## src/rtl/imem_dmem_arbiter_pkg.sv

```systemverilog
// rtl/imem_dmem_arbiter_pkg.sv - state encoding, owner ids and default line size shared by the arbiter
package imem_dmem_arbiter_pkg;

   localparam logic [1:0] ST_IDLE    = 2'd0;
   localparam logic [1:0] ST_BURST_I = 2'd1;
   localparam logic [1:0] ST_BURST_D = 2'd2;
   localparam logic [1:0] ST_DONE    = 2'd3;

   typedef enum logic [1:0] {
      IDLE    = ST_IDLE,
      BURST_I = ST_BURST_I,
      BURST_D = ST_BURST_D,
      DONE    = ST_DONE
   } arb_state_t;

   localparam logic OWNER_I = 1'b0;
   localparam logic OWNER_D = 1'b1;

   localparam int DEFAULT_BURST_LEN = 4;

endpackage

```

## src/rtl/imem_dmem_arbiter_burst_addr_gen.sv

```systemverilog
// rtl/imem_dmem_arbiter_burst_addr_gen.sv - line base/offset latch, issued-beat counter, wrapping beat address
module imem_dmem_arbiter_burst_addr_gen
   import imem_dmem_arbiter_pkg::*;
#(
   parameter int ADDR_WIDTH = 30,
   parameter int BURST_LEN  = DEFAULT_BURST_LEN,
   parameter int OFF_W      = $clog2(BURST_LEN)
) (
   input  logic                  clk_i,
   input  logic                  rst_n_i,
   input  logic                  load_i,
   input  logic [ADDR_WIDTH-1:0] addr_i,
   input  logic                  issue_i,
   output logic [ADDR_WIDTH-1:0] addr_o,
   output logic                  all_issued_o
);

   localparam int               CNT_W   = OFF_W + 1;
   localparam logic [CNT_W-1:0] CNT_MAX = CNT_W'(BURST_LEN);

   logic [ADDR_WIDTH-OFF_W-1:0] base_q, base_d;
   logic [OFF_W-1:0]            off_q, off_d, off_inc;
   logic [CNT_W-1:0]            issued_q, issued_d;

   // Offset only ever counts within OFF_W bits, so the wrap never reaches the line base.
   imem_dmem_arbiter_incr #(.W(OFF_W)) u_off_incr (
      .val_i (off_q),
      .val_o (off_inc)
   );

   always_comb begin
      base_d   = base_q;
      off_d    = off_q;
      issued_d = issued_q;
      if (load_i) begin
         base_d   = addr_i[ADDR_WIDTH-1:OFF_W];
         off_d    = addr_i[OFF_W-1:0];
         issued_d = '0;
      end else if (issue_i && (issued_q != CNT_MAX)) begin
         off_d    = off_inc;
         issued_d = issued_q + CNT_W'(1);
      end
   end

   always_ff @(posedge clk_i or negedge rst_n_i) begin
      if (!rst_n_i) begin
         base_q   <= '0;
         off_q    <= '0;
         issued_q <= '0;
      end else begin
         base_q   <= base_d;
         off_q    <= off_d;
         issued_q <= issued_d;
      end
   end

   assign addr_o       = {base_q, off_q};
   assign all_issued_o = (issued_q == CNT_MAX);

endmodule

```

## src/rtl/imem_dmem_arbiter_incr.sv

```systemverilog
// rtl/imem_dmem_arbiter_incr.sv - modulo-2^W incrementer
module imem_dmem_arbiter_incr #(
   parameter int W = 2
) (
   input  logic [W-1:0] val_i,
   output logic [W-1:0] val_o
);

   assign val_o = val_i + W'(1);

endmodule

```

## src/rtl/imem_dmem_arbiter.sv

```systemverilog
// rtl/imem_dmem_arbiter.sv - round-robin I/D line-burst arbiter onto one memory port
module imem_dmem_arbiter
   import imem_dmem_arbiter_pkg::*;
#(
   parameter int ADDR_WIDTH = 30,
   parameter int DATA_WIDTH = 32,
   parameter int BURST_LEN  = DEFAULT_BURST_LEN,
   parameter int OFF_W      = $clog2(BURST_LEN)
) (
   input  logic                  clk_i,
   input  logic                  rst_n_i,
   input  logic                  i_req_i,
   input  logic [ADDR_WIDTH-1:0] i_addr_i,
   output logic                  i_rvalid_o,
   output logic [DATA_WIDTH-1:0] i_rdata_o,
   output logic                  i_done_o,
   input  logic                  d_req_i,
   input  logic                  d_we_i,
   input  logic [ADDR_WIDTH-1:0] d_addr_i,
   input  logic [DATA_WIDTH-1:0] d_wdata_i,
   output logic                  d_wready_o,
   output logic                  d_rvalid_o,
   output logic [DATA_WIDTH-1:0] d_rdata_o,
   output logic                  d_done_o,
   output logic                  mem_req_o,
   output logic                  mem_we_o,
   output logic [ADDR_WIDTH-1:0] mem_addr_o,
   output logic [DATA_WIDTH-1:0] mem_wdata_o,
   input  logic                  mem_gnt_i,
   input  logic                  mem_rvalid_i,
   input  logic [DATA_WIDTH-1:0] mem_rdata_i
);

   localparam int               CNT_W   = OFF_W + 1;
   localparam logic [CNT_W-1:0] CNT_MAX = CNT_W'(BURST_LEN);

   arb_state_t          state_q, state_d;
   logic                last_owner_q, last_owner_d;
   logic                owner_q, owner_d;
   logic                we_q, we_d;
   logic [CNT_W-1:0]    rcvd_q, rcvd_d;
   logic                load;
   logic [ADDR_WIDTH-1:0] load_addr;
   logic                all_issued;
   logic                in_burst;
   logic                beat_issue;
   logic                rsp;

   imem_dmem_arbiter_burst_addr_gen #(
      .ADDR_WIDTH (ADDR_WIDTH),
      .BURST_LEN  (BURST_LEN),
      .OFF_W      (OFF_W)
   ) u_addr_gen (
      .clk_i        (clk_i),
      .rst_n_i      (rst_n_i),
      .load_i       (load),
      .addr_i       (load_addr),
      .issue_i      (beat_issue),
      .addr_o       (mem_addr_o),
      .all_issued_o (all_issued)
   );

   assign in_burst   = (state_q == BURST_I) || (state_q == BURST_D);
   assign mem_req_o  = in_burst && !all_issued;
   assign mem_we_o   = (state_q == BURST_D) && we_q;
   assign beat_issue = mem_req_o && mem_gnt_i;
   // Responses outside a burst are protocol errors and are dropped here.
   assign rsp        = in_burst && mem_rvalid_i;

   always_comb begin
      state_d      = state_q;
      last_owner_d = last_owner_q;
      owner_d      = owner_q;
      we_d         = we_q;
      rcvd_d       = rcvd_q;
      load         = 1'b0;
      load_addr    = i_addr_i;
      case (state_q)
         IDLE: begin
            rcvd_d = '0;
            if (i_req_i && (!d_req_i || (last_owner_q == OWNER_D))) begin
               load         = 1'b1;
               load_addr    = i_addr_i;
               owner_d      = OWNER_I;
               last_owner_d = OWNER_I;
               we_d         = 1'b0;
               state_d      = BURST_I;
            end else if (d_req_i) begin
               load         = 1'b1;
               load_addr    = d_addr_i;
               owner_d      = OWNER_D;
               last_owner_d = OWNER_D;
               we_d         = d_we_i;
               state_d      = BURST_D;
            end
         end
         BURST_I, BURST_D: begin
            if (rsp && (rcvd_q != CNT_MAX)) begin
               rcvd_d = rcvd_q + CNT_W'(1);
            end
            if (rcvd_d == CNT_MAX) begin
               state_d = DONE;
            end
         end
         DONE: begin
            state_d = IDLE;
         end
         default: begin
            state_d = IDLE;
         end
      endcase
   end

   always_ff @(posedge clk_i or negedge rst_n_i) begin
      if (!rst_n_i) begin
         state_q      <= IDLE;
         last_owner_q <= OWNER_D;
         owner_q      <= OWNER_I;
         we_q         <= 1'b0;
         rcvd_q       <= '0;
      end else begin
         state_q      <= state_d;
         last_owner_q <= last_owner_d;
         owner_q      <= owner_d;
         we_q         <= we_d;
         rcvd_q       <= rcvd_d;
      end
   end

   // Data paths are gated by ownership so idle or reset states show all-zero outputs.
   assign i_rvalid_o  = rsp && (owner_q == OWNER_I);
   assign i_rdata_o   = (state_q == BURST_I) ? mem_rdata_i : '0;
   assign d_rvalid_o  = rsp && (owner_q == OWNER_D) && !we_q;
   assign d_rdata_o   = ((state_q == BURST_D) && !we_q) ? mem_rdata_i : '0;
   assign d_wready_o  = beat_issue && mem_we_o;
   assign mem_wdata_o = mem_we_o ? d_wdata_i : '0;
   assign i_done_o    = (state_q == DONE) && (owner_q == OWNER_I);
   assign d_done_o    = (state_q == DONE) && (owner_q == OWNER_D);

endmodule

```

## config.mk

```make
export PLATFORM = sky130hd
export DESIGN_NAME = imem_dmem_arbiter
export DESIGN_NICKNAME = d
export VERILOG_FILES = /design/src/rtl/imem_dmem_arbiter_pkg.sv /design/src/rtl/imem_dmem_arbiter_burst_addr_gen.sv /design/src/rtl/imem_dmem_arbiter_incr.sv /design/src/rtl/imem_dmem_arbiter.sv
export SDC_FILE = /design/constraint.sdc
export NUM_CORES = 1
export LEC_CHECK = 0
export ABC_AREA = 1
export CAP_MARGIN = 20
export CORE_AREA = 2 2 102 104
export DETAILED_ROUTE_END_ITERATION = 8
export DIE_AREA = 0 0 104 106
export GPL_TIMING_DRIVEN = 0
export PLACE_DENSITY = 0.8
export SYNTH_ARGS = -nofsm -noshare
export SYNTH_HDL_FRONTEND = slang
export SYNTH_HIERARCHICAL = 1
export SYNTH_SLANG_ARGS = --single-unit
```

## constraint.sdc

```tcl
create_clock -name clk_i -period 4.85 [get_ports clk_i]
set_clock_uncertainty 0.15 [all_clocks]
set_input_delay 0.97 -clock clk_i [delete_from_list [all_inputs] [get_ports clk_i]]
set_output_delay 0.97 -clock clk_i [all_outputs]
set_load 0.03 [all_outputs]
```

==> results of run 1 <==
==> where the power goes <==
group	total [µW]	internal (µW)	switching [µW]
clock	324	205	120
combinational	2300	950	1350
sequential	598	503	95.3
total	3230	1660	1570
==> worst max-delay path: stages <==
cell	delay [ps]
clkdlybuf4s50_1	450
inv_1	40
nor4_1	230
clkdlybuf4s50_1	720
==> per-layer routing <==
metal | share of wire [%] | GRT usage, % | wire length [µm] | vias to the layer above
met4 | 1.3 | 4.54 | 137 | 0
li1 | - | - | - | 1908
met5 | 0 | 0 | 0 | -
met1 | 36 | 18.7 | 3950 | 1638
met3 | 7.7 | 5.09 | 837 | 11
met2 | 55 | 39.7 | 6000 | 162
==> layout make-up <==
class                      count  area (µm²)
clock buffer                   5        68.8
multi-input combinational    295        1580
buffer                        19         118
clock inverter                 3        65.1
fill                         906        3870
inverter                     122         458
timing repair buffer         264        2650
sequential                    41        1030
tap                          136         170
==> layout by cell type (no fill, tap or decap), types with 2 or more instances in the layout <==
cell,synthesis,routed
buf_2,4,5
buf_6,5,5
bufinv_16,0,2
clkbuf_1,9,9
clkbuf_8,0,5
clkdlybuf4s50_1,0,262
dfrtp_1,40,40
ha_1,8,8
inv_1,119,119
inv_2,3,3
mux2_2,2,2
mux2_4,28,28
nand2_1,156,156
nand3_1,12,12
nand4_1,3,3
nor2_1,70,70
nor3_1,2,2
o21ai_0,6,6
o22ai_1,2,2
==> kinds of logic (layout without fill, tap and decap cells) <==
logic type      after synthesis  count (layout)
fa+ha+maj                     8               8
mux                          30              30
compound gates               10              10
flops                        41              41
simple gates                247             247
buf+inv                     141             413
==> path summary, 6_finish.rpt <==
check                                        end  depth (start not counted)
setup reg to reg             u_addr_gen/off_q[1]                         11
min in group asynchronous   u_addr_gen/base_q[5]                          1
hold reg to reg            u_addr_gen/base_q[13]                          2
hold / removal             u_addr_gen/base_q[13]                          2
setup / recovery                      d_wready_o                          4
max in group asynchronous           last_owner_q                          2
==> per-stage QoR <==
step | worst slack [ps] | total power [µW]
after floorplan | 1780 | 1990
after global placement | 1310 | 2870
after detailed placement | 1280 | 2920
after CTS | 1280 | 3260
after global routing | 1240 | 3440
final | 1310 | 3230
==> flip-flops by register name (all words and copies together) (netlist names) <==
name                 count
last_owner_q             1
owner_q                  1
rcvd_q                   3
state_q                  2
u_addr_gen/base_q       28
u_addr_gen/issued_q      3
u_addr_gen/off_q         2
we_q                     1
==> results.toml, run 1 <==
[outcome]
status = "finished, final reports clean"

[detailed_routing]
routedWlPerCell_um = 12.3
viasPerCell = 4.20
drc = 0
finalWirelength_um = 10900
drt-pass1-iter-count = 4
num_vias = 3719
drt_iter0_markers = 122
ant_nets = 0

[power]
p_leak_uw = 0.00330
peakVddDrop_mv = 0.308
power_density_nw_per_um2 = 526

[critical_path]
critical_path_required_ps = 3730
end_kind = "output port"
worstPathArrival_ps = 2420
cp-startpoint = "mem_gnt_i"
path_max_fanout = 2
critPathLaunchType = "primary input"
path_class = "primary input to output port"
r2r_setup_slack_ps = 2650
r2r-start = "state_q[0]"

[synthesis]
synth_area_leaders = "dfrtp_1, nand2_1, inv_1, mux2_4, nor2_1"
synth.cell_area_um2 = 3180
synth_seq_cells = 41
synth_compound_area_share_pct = 2.01
synth_top_flop_cell = "dfrtp_1"
synth_top_family_by_area = "simple AND/OR/NAND/NOR gates"
synth.distinct_cells = 24
synthAdderAreaFrac_pct = 3.15
ys_seq_area_share_pct = 32.3
synth_edf_count = 0
muxShareOfSynthArea_pct = 13.9
netlist_instances = 477
yosysTopAreaCell = "dfrtp_1"
synth_area_per_cell_um2 = 6.66
yosysMostFrequentCell = "nand2_1"
synth_xor_area_share_pct = 0
yosys-top-cells-count = "nand2_1, inv_1, nor2_1, dfrtp_1, mux2_4"
yosys.area_share.simple_pct = 30.5
yosys_warnings = 6
synthesis.nets = 616
synthArstFlopShare_pct = 100
synth_top_cell_area_share_pct = 31.5

[placement]
gp_congestion = 0.859
placed_cells = 877
hpwl_um = 9450
dpl_cell_area_um2 = 6000
portBuffers = 263

[sta]
setup_viol = 0
worst_pin_slew_ps = 434
final.min_clock_period_ps = 3540
finalCritPeriodShare_pct = 72.9
slew_violations = 0
rsz0062_at_grt = "false"
holdWs_ps = 322
tns_ps = 0
fmax_ghz = 0.283
hold_viol = 0
relSlewSlack_pct = 71.1

[cts]
ctsHtreeMaxLevel = 2
numCtsBuffers = 5
cts_tree = "done"
hold_buffers = 0
clk_pin_slew_ps = 80
clkLatencyLatePin_ps = 290
cts-root-buf = "clkbuf_8"
postCtsSetupBuffers = 0
cts_num_sinks = 41
ctsResizeCount = 0
clock_path_buffers = 2

[die]
die-height_um = 106
start_util_pct = 31.8
die_w_um = 104
core_um2 = 10000
io_pins = 264
dieArea_um2 = 11000
rows = 37

[finish]
post-route-util_pct = 61.3
num_antenna_cells = 0
final_cells = 885
area_growth_pct = 92.9
finalInstanceArea_um2 = 6130
drive_gt1_share_pct = 7.61
fin_nets = 887

[global_routing]
gr-total-overflow = 0
first_global_vias = 3811
grt_pass1_wl_um = 17400
track_usage_pct = 19.2
antenna_found_initial = 0
grt_max_degree = 40

[run]
maxCapViolations = 0

[min_path]
hold_start = "u_addr_gen/base_q[13]"
hp-class = "register to register"
Power figures use the tool's default switching activity.
==> run 2, diff against run 1 <==
--- a/config.mk
+++ b/config.mk
@@ -7,11 +7,10 @@
 export LEC_CHECK = 0
 export ABC_AREA = 1
 export CAP_MARGIN = 20
-export CORE_AREA = 2 2 102 104
+export CORE_UTILIZATION = 30
 export DETAILED_ROUTE_END_ITERATION = 8
-export DIE_AREA = 0 0 104 106
 export GPL_TIMING_DRIVEN = 0
-export PLACE_DENSITY = 0.8
+export PLACE_DENSITY = 0.79
 export SYNTH_ARGS = -nofsm -noshare
 export SYNTH_HDL_FRONTEND = slang
 export SYNTH_HIERARCHICAL = 1
==> constraint.sdc (replaced) <==
create_clock -name clk_i -period 3.15 [get_ports clk_i]
set_clock_uncertainty 0.15 [all_clocks]
set_input_delay 0.63 -clock clk_i [delete_from_list [all_inputs] [get_ports clk_i]]
set_output_delay 0.63 -clock clk_i [all_outputs]
set_load 0.03 [all_outputs]
==> results.toml, run 2 (same netlist as run 1, synthesis figures left out) <==
[finish]
reg_top3 = "u_addr_gen/base_q (28), rcvd_q (3), u_addr_gen/issued_q (3)"
register_area_um2 = 1030
fillers = 925
fin_nets = 888
largest_reg_flops = 28
area_growth_pct = 92.9
num_antenna_cells = 0
finalInstanceArea_um2 = 6130
final_common_cell = "clkdlybuf4s50_1"
multiInputGateArea_um2 = 1580
layout_common_cells = "clkdlybuf4s50_1, nand2_1, inv_1, nor2_1, dfrtp_1"
post-route-util_pct = 59.6
drive_gt1_share_pct = 8.13
top_register = "u_addr_gen/base_q"

[critical_path]
path_class = "register to output port"
critPathMaxStageDelay_ps = 660
slowest_stage = "clkdlybuf4s50_1"
critical_path_required_ps = 2370
path_max_fanout = 10
crit_family = "buffers and inverters"
cpMostUsedCell = "inv_1"
end_kind = "output port"
crit_chain = "inv_1 -> ha_1 -> buf_1 -> nand2_1 -> inv_1 -> clkdlybuf4s50_1"
crit_buf_inv = 4
r2r_setup_slack_ps = 960
worstPathArrival_ps = 2320
critPathLaunchType = "register"

[global_routing]
gr-total-overflow = 0
antenna_found_initial = 0
first_global_vias = 3724
grt_pass1_wl_um = 17100
track_usage_pct = 19.2
grt_max_degree = 38

[power]
combPwrFrac_pct = 72.2
p_sw_uw = 2400
power_density_nw_per_um2 = 799
sequentialPowerShare_pct = 18.9
intPower_uw = 2500
peakVddDrop_mv = 0.356
clock_power_share_pct = 8.9
switching_share_pct = 49.0
p_leak_uw = 0.00331

[sta]
slew_violations = 0
fmax_ghz = 0.322
worst_pin_slew_ps = 438
final.min_clock_period_ps = 3100
finalCritPeriodShare_pct = 98.4
setup_viol = 0
hold_viol = 0
relSlewSlack_pct = 70.6
tns_ps = 0
rsz0062_at_grt = "true"

[die]
die_w_um = 105
core_um2 = 10300
io_pins = 264
dieArea_um2 = 11000
start_util_pct = 30.9
die-height_um = 105
rows = 37

[run]
maxCapViolations = 0

[detailed_routing]
ant_nets = 0
viasPerCell = 4.15
drc = 0
routedWlPerCell_um = 12.0
drt_iter0_markers = 105
drt-pass1-iter-count = 4
finalWirelength_um = 10600
num_vias = 3681

[cts]
clk_pin_slew_ps = 80
ctsHtreeMaxLevel = 2
postCtsSetupBuffers = 0
cts_num_sinks = 41
numCtsBuffers = 5
cts-root-buf = "clkbuf_8"
clock_path_buffers = 2
cts_tree = "done"
clkLatencyLatePin_ps = 280

[placement]
gp_congestion = 0.873
portBuffers = 263
hpwl_um = 9130
dpl_cell_area_um2 = 6000

[outcome]
status = "finished, final reports clean"

[min_path]
hp-class = "register to register"
## run 2: cell type report
cell class	count	area share, %
buffer	19	2.00
clock inverter	2	0.612
timing repair buffer	265	43.3
sequential	41	16.8
inverter	122	7.47
clock buffer	6	1.35
multi-input combinational	295	25.7
tap	136	2.78
## run 2: metrics by stage
stage / hold WS [ps] / power [µW] / std cells / setup WS (ps)
2_1_floorplan: 184 / 3070 / 477 / 531
3_3_place_gp: 303 / 4410 / 876 / 200
3_5_place_dp: 310 / 4490 / 877 / 192
5_1_grt: 351 / 5240 / 886 / -80.7
4_1_cts: 331 / 4940 / 886 / 27.0
6_report: 325 / 4900 / 886 / 48.9
## run 2: final timing paths
| kind | from | endpoint | cells past startpoint |
|---|---|---|---|
| max in group asynchronous | rst_n_i | last_owner_q | 3 |
| worst max register to register | state_q[1] | u_addr_gen/off_q[1] | 11 |
| worst min-delay path | u_addr_gen/base_q[0] | u_addr_gen/base_q[0] | 2 |
| worst min register to register | u_addr_gen/base_q[0] | u_addr_gen/base_q[0] | 2 |
| worst max-delay path | state_q[1] | i_rdata_o[7] | 6 |
| min in group asynchronous | rst_n_i | u_addr_gen/base_q[6] | 2 |
## run 2: power groups by stage
stage	clock network (µW)	logic (µW)	registers, µW
finish	438	3530	924
global route	478	3800	954
CTS	456	3560	927
detailed placement	0	3560	931
global placement	0	3490	922
floorplan	0	1780	1290
## run 2: routing by layer
layer	wire length, µm	track usage, %	part of all wire (%)	vias to the layer above
li1	-	-	-	1907
met1	3740	17.8	35	1626
met2	6050	40.8	57	144
met3	781	4.62	7.4	4
met4	49	4.12	0.46	0
met5	0	0	0	-
## run 2: timing repair
item,4_1_cts,5_1_grt
endpoints found under the setup margin,1,56
endpoints found under the hold margin,4,0
hold buffers,1,0
gates resized for setup,1,10
## run 2: worst register-to-register path: cells and delay by family (launching register included)
family / cells / cell delay (ps)
simple gates: 5 / 370
mux: 1 / 310
fa+ha+maj: 1 / 170
compound gates: 1 / 290
buf+inv: 3 / 370
flops: 1 / 420
==> run 3, diff against run 2 <==
--- a/config.mk
+++ b/config.mk
@@ -10,7 +10,9 @@
 export CORE_UTILIZATION = 30
 export DETAILED_ROUTE_END_ITERATION = 8
 export GPL_TIMING_DRIVEN = 0
+export MAX_ROUTING_LAYER = met4
 export PLACE_DENSITY = 0.79
+export SKIP_CTS_REPAIR_TIMING = 1
 export SYNTH_ARGS = -nofsm -noshare
 export SYNTH_HDL_FRONTEND = slang
 export SYNTH_HIERARCHICAL = 1
==> results.toml, run 3 (same netlist as run 1, synthesis figures left out) <==
[outcome]
status = "finished, final reports clean"

[critical_path]
path_max_fanout = 10
worstPathArrival_ps = 2250
critPathLaunchType = "register"
crit_buf_inv = 3
critical_path_required_ps = 2370
slowest_stage = "clkdlybuf4s50_1"
critPathMaxStageDelay_ps = 720
path_class = "register to output port"
crit_family = "buffers and inverters"
crit_chain = "inv_1 -> ha_1 -> nand2_1 -> clkbuf_2 -> nor2_1 -> clkdlybuf4s50_1"
end_kind = "output port"

[placement]
gp_congestion = 0.883
place_ws_ps = 184
hpwl_um = 9170
portBuffers = 263

[global_routing]
grt_pass1_wl_um = 17500
track_usage_pct = 20.1
gr-total-overflow = 0
first_global_vias = 3826
antenna_found_initial = 0
grt_max_degree = 40

[power]
intPower_uw = 2560
combPwrFrac_pct = 71.3
clock_power_share_pct = 10.0
sequentialPowerShare_pct = 18.6
switching_share_pct = 48.5
p_leak_uw = 0.00340
peakVddDrop_mv = 0.395
power_density_nw_per_um2 = 807
p_sw_uw = 2410

[sta]
relSlewSlack_pct = 69.9
tns_ps = 0
holdWs_ps = 322
setup_viol = 0
hold_viol = 0
worst_pin_slew_ps = 448
fmax_ghz = 0.330
finalCritPeriodShare_pct = 96.3
slew_violations = 0
rsz0062_at_grt = "false"
setup_slack_ps = 118
final.min_clock_period_ps = 3030

[cts]
clock_path_buffers = 2
cts-root-buf = "clkbuf_8"
numCtsBuffers = 5
clkLatencyLatePin_ps = 290
cts_num_sinks = 41
ctsHtreeMaxLevel = 2
clk_pin_slew_ps = 80
cts_tree = "done"

[die]
core_um2 = 10300
dieArea_um2 = 11000
rows = 37
io_pins = 264
start_util_pct = 30.9
die_w_um = 105
die-height_um = 105

[min_path]
hp-class = "register to register"

[finish]
final_common_cell = "clkdlybuf4s50_1"
layout_common_cells = "clkdlybuf4s50_1, nand2_1, inv_1, nor2_1, dfrtp_1"
reg_top3 = "u_addr_gen/base_q (28), rcvd_q (3), u_addr_gen/issued_q (3)"
area_growth_pct = 93.8
drive_gt1_share_pct = 8.67
fillers = 910
largest_reg_flops = 28
top_register = "u_addr_gen/base_q"
num_antenna_cells = 0
fin_nets = 888
post-route-util_pct = 59.9

[detailed_routing]
drc = 0
routedWlPerCell_um = 12.1
drt-pass1-iter-count = 6
finalWirelength_um = 10700
drt_iter0_markers = 150
ant_nets = 0
viasPerCell = 4.16
num_vias = 3690

[run]
maxCapViolations = 0
[run 3: worst paths after layout]
path	from	slack, ps	depth (start not counted)	to
worst max-delay path	state_q[0]	120	6	d_rdata_o[4]
worst min-delay path	u_addr_gen/base_q[13]	320	2	u_addr_gen/base_q[13]
worst max register to register	state_q[0]	940	11	u_addr_gen/off_q[1]
worst min register to register	u_addr_gen/base_q[13]	320	2	u_addr_gen/base_q[13]
max in group asynchronous	rst_n_i	1860	3	last_owner_q
min in group asynchronous	rst_n_i	520	2	u_addr_gen/base_q[6]
[run 3: area by class of cell]
type	count	area [µm²]	area share, %
clock buffer	5	68.8	1.12
multi-input combinational	295	1580	25.6
clock inverter	3	65.1	1.06
sequential	41	1030	16.7
timing repair buffer	265	2670	43.3
buffer	19	128	2.07
tap	136	170	2.76
inverter	122	458	7.43
[run 3: per-layer routing]
| metal | vias up | global-route usage [%] | share of wire [%] |
|---|---|---|---|
| met5 | - | - | 0 |
| met4 | 0 | 4.12 | 1.3 |
| met3 | 14 | 3.62 | 6.0 |
| met2 | 144 | 40.4 | 55 |
| met1 | 1619 | 20.0 | 37 |
| li1 | 1913 | - | - |
[run 3: worst min-delay path, cell delays in order (launching register included)]
cell and delay, ps:
dfrtp_1 350, nand2_1 50, nand2_1 50
[run 3: power by group through the flow]
stage	combinational (µW)	sequential, µW	clock, µW
global route	3830	959	532
detailed placement	3560	932	0
floorplan	1780	1290	0
finish	3550	927	499
global placement	3490	922	0
CTS	3570	928	512
[run 3: per-stage QoR]
stage	power, µW	std cells	cell area [µm²]
global route	5320	886	6160
global placement	4410	876	5980
floorplan	3070	477	3180
detailed placement	4490	877	6000
finish	4970	886	6160
CTS	5010	885	6130
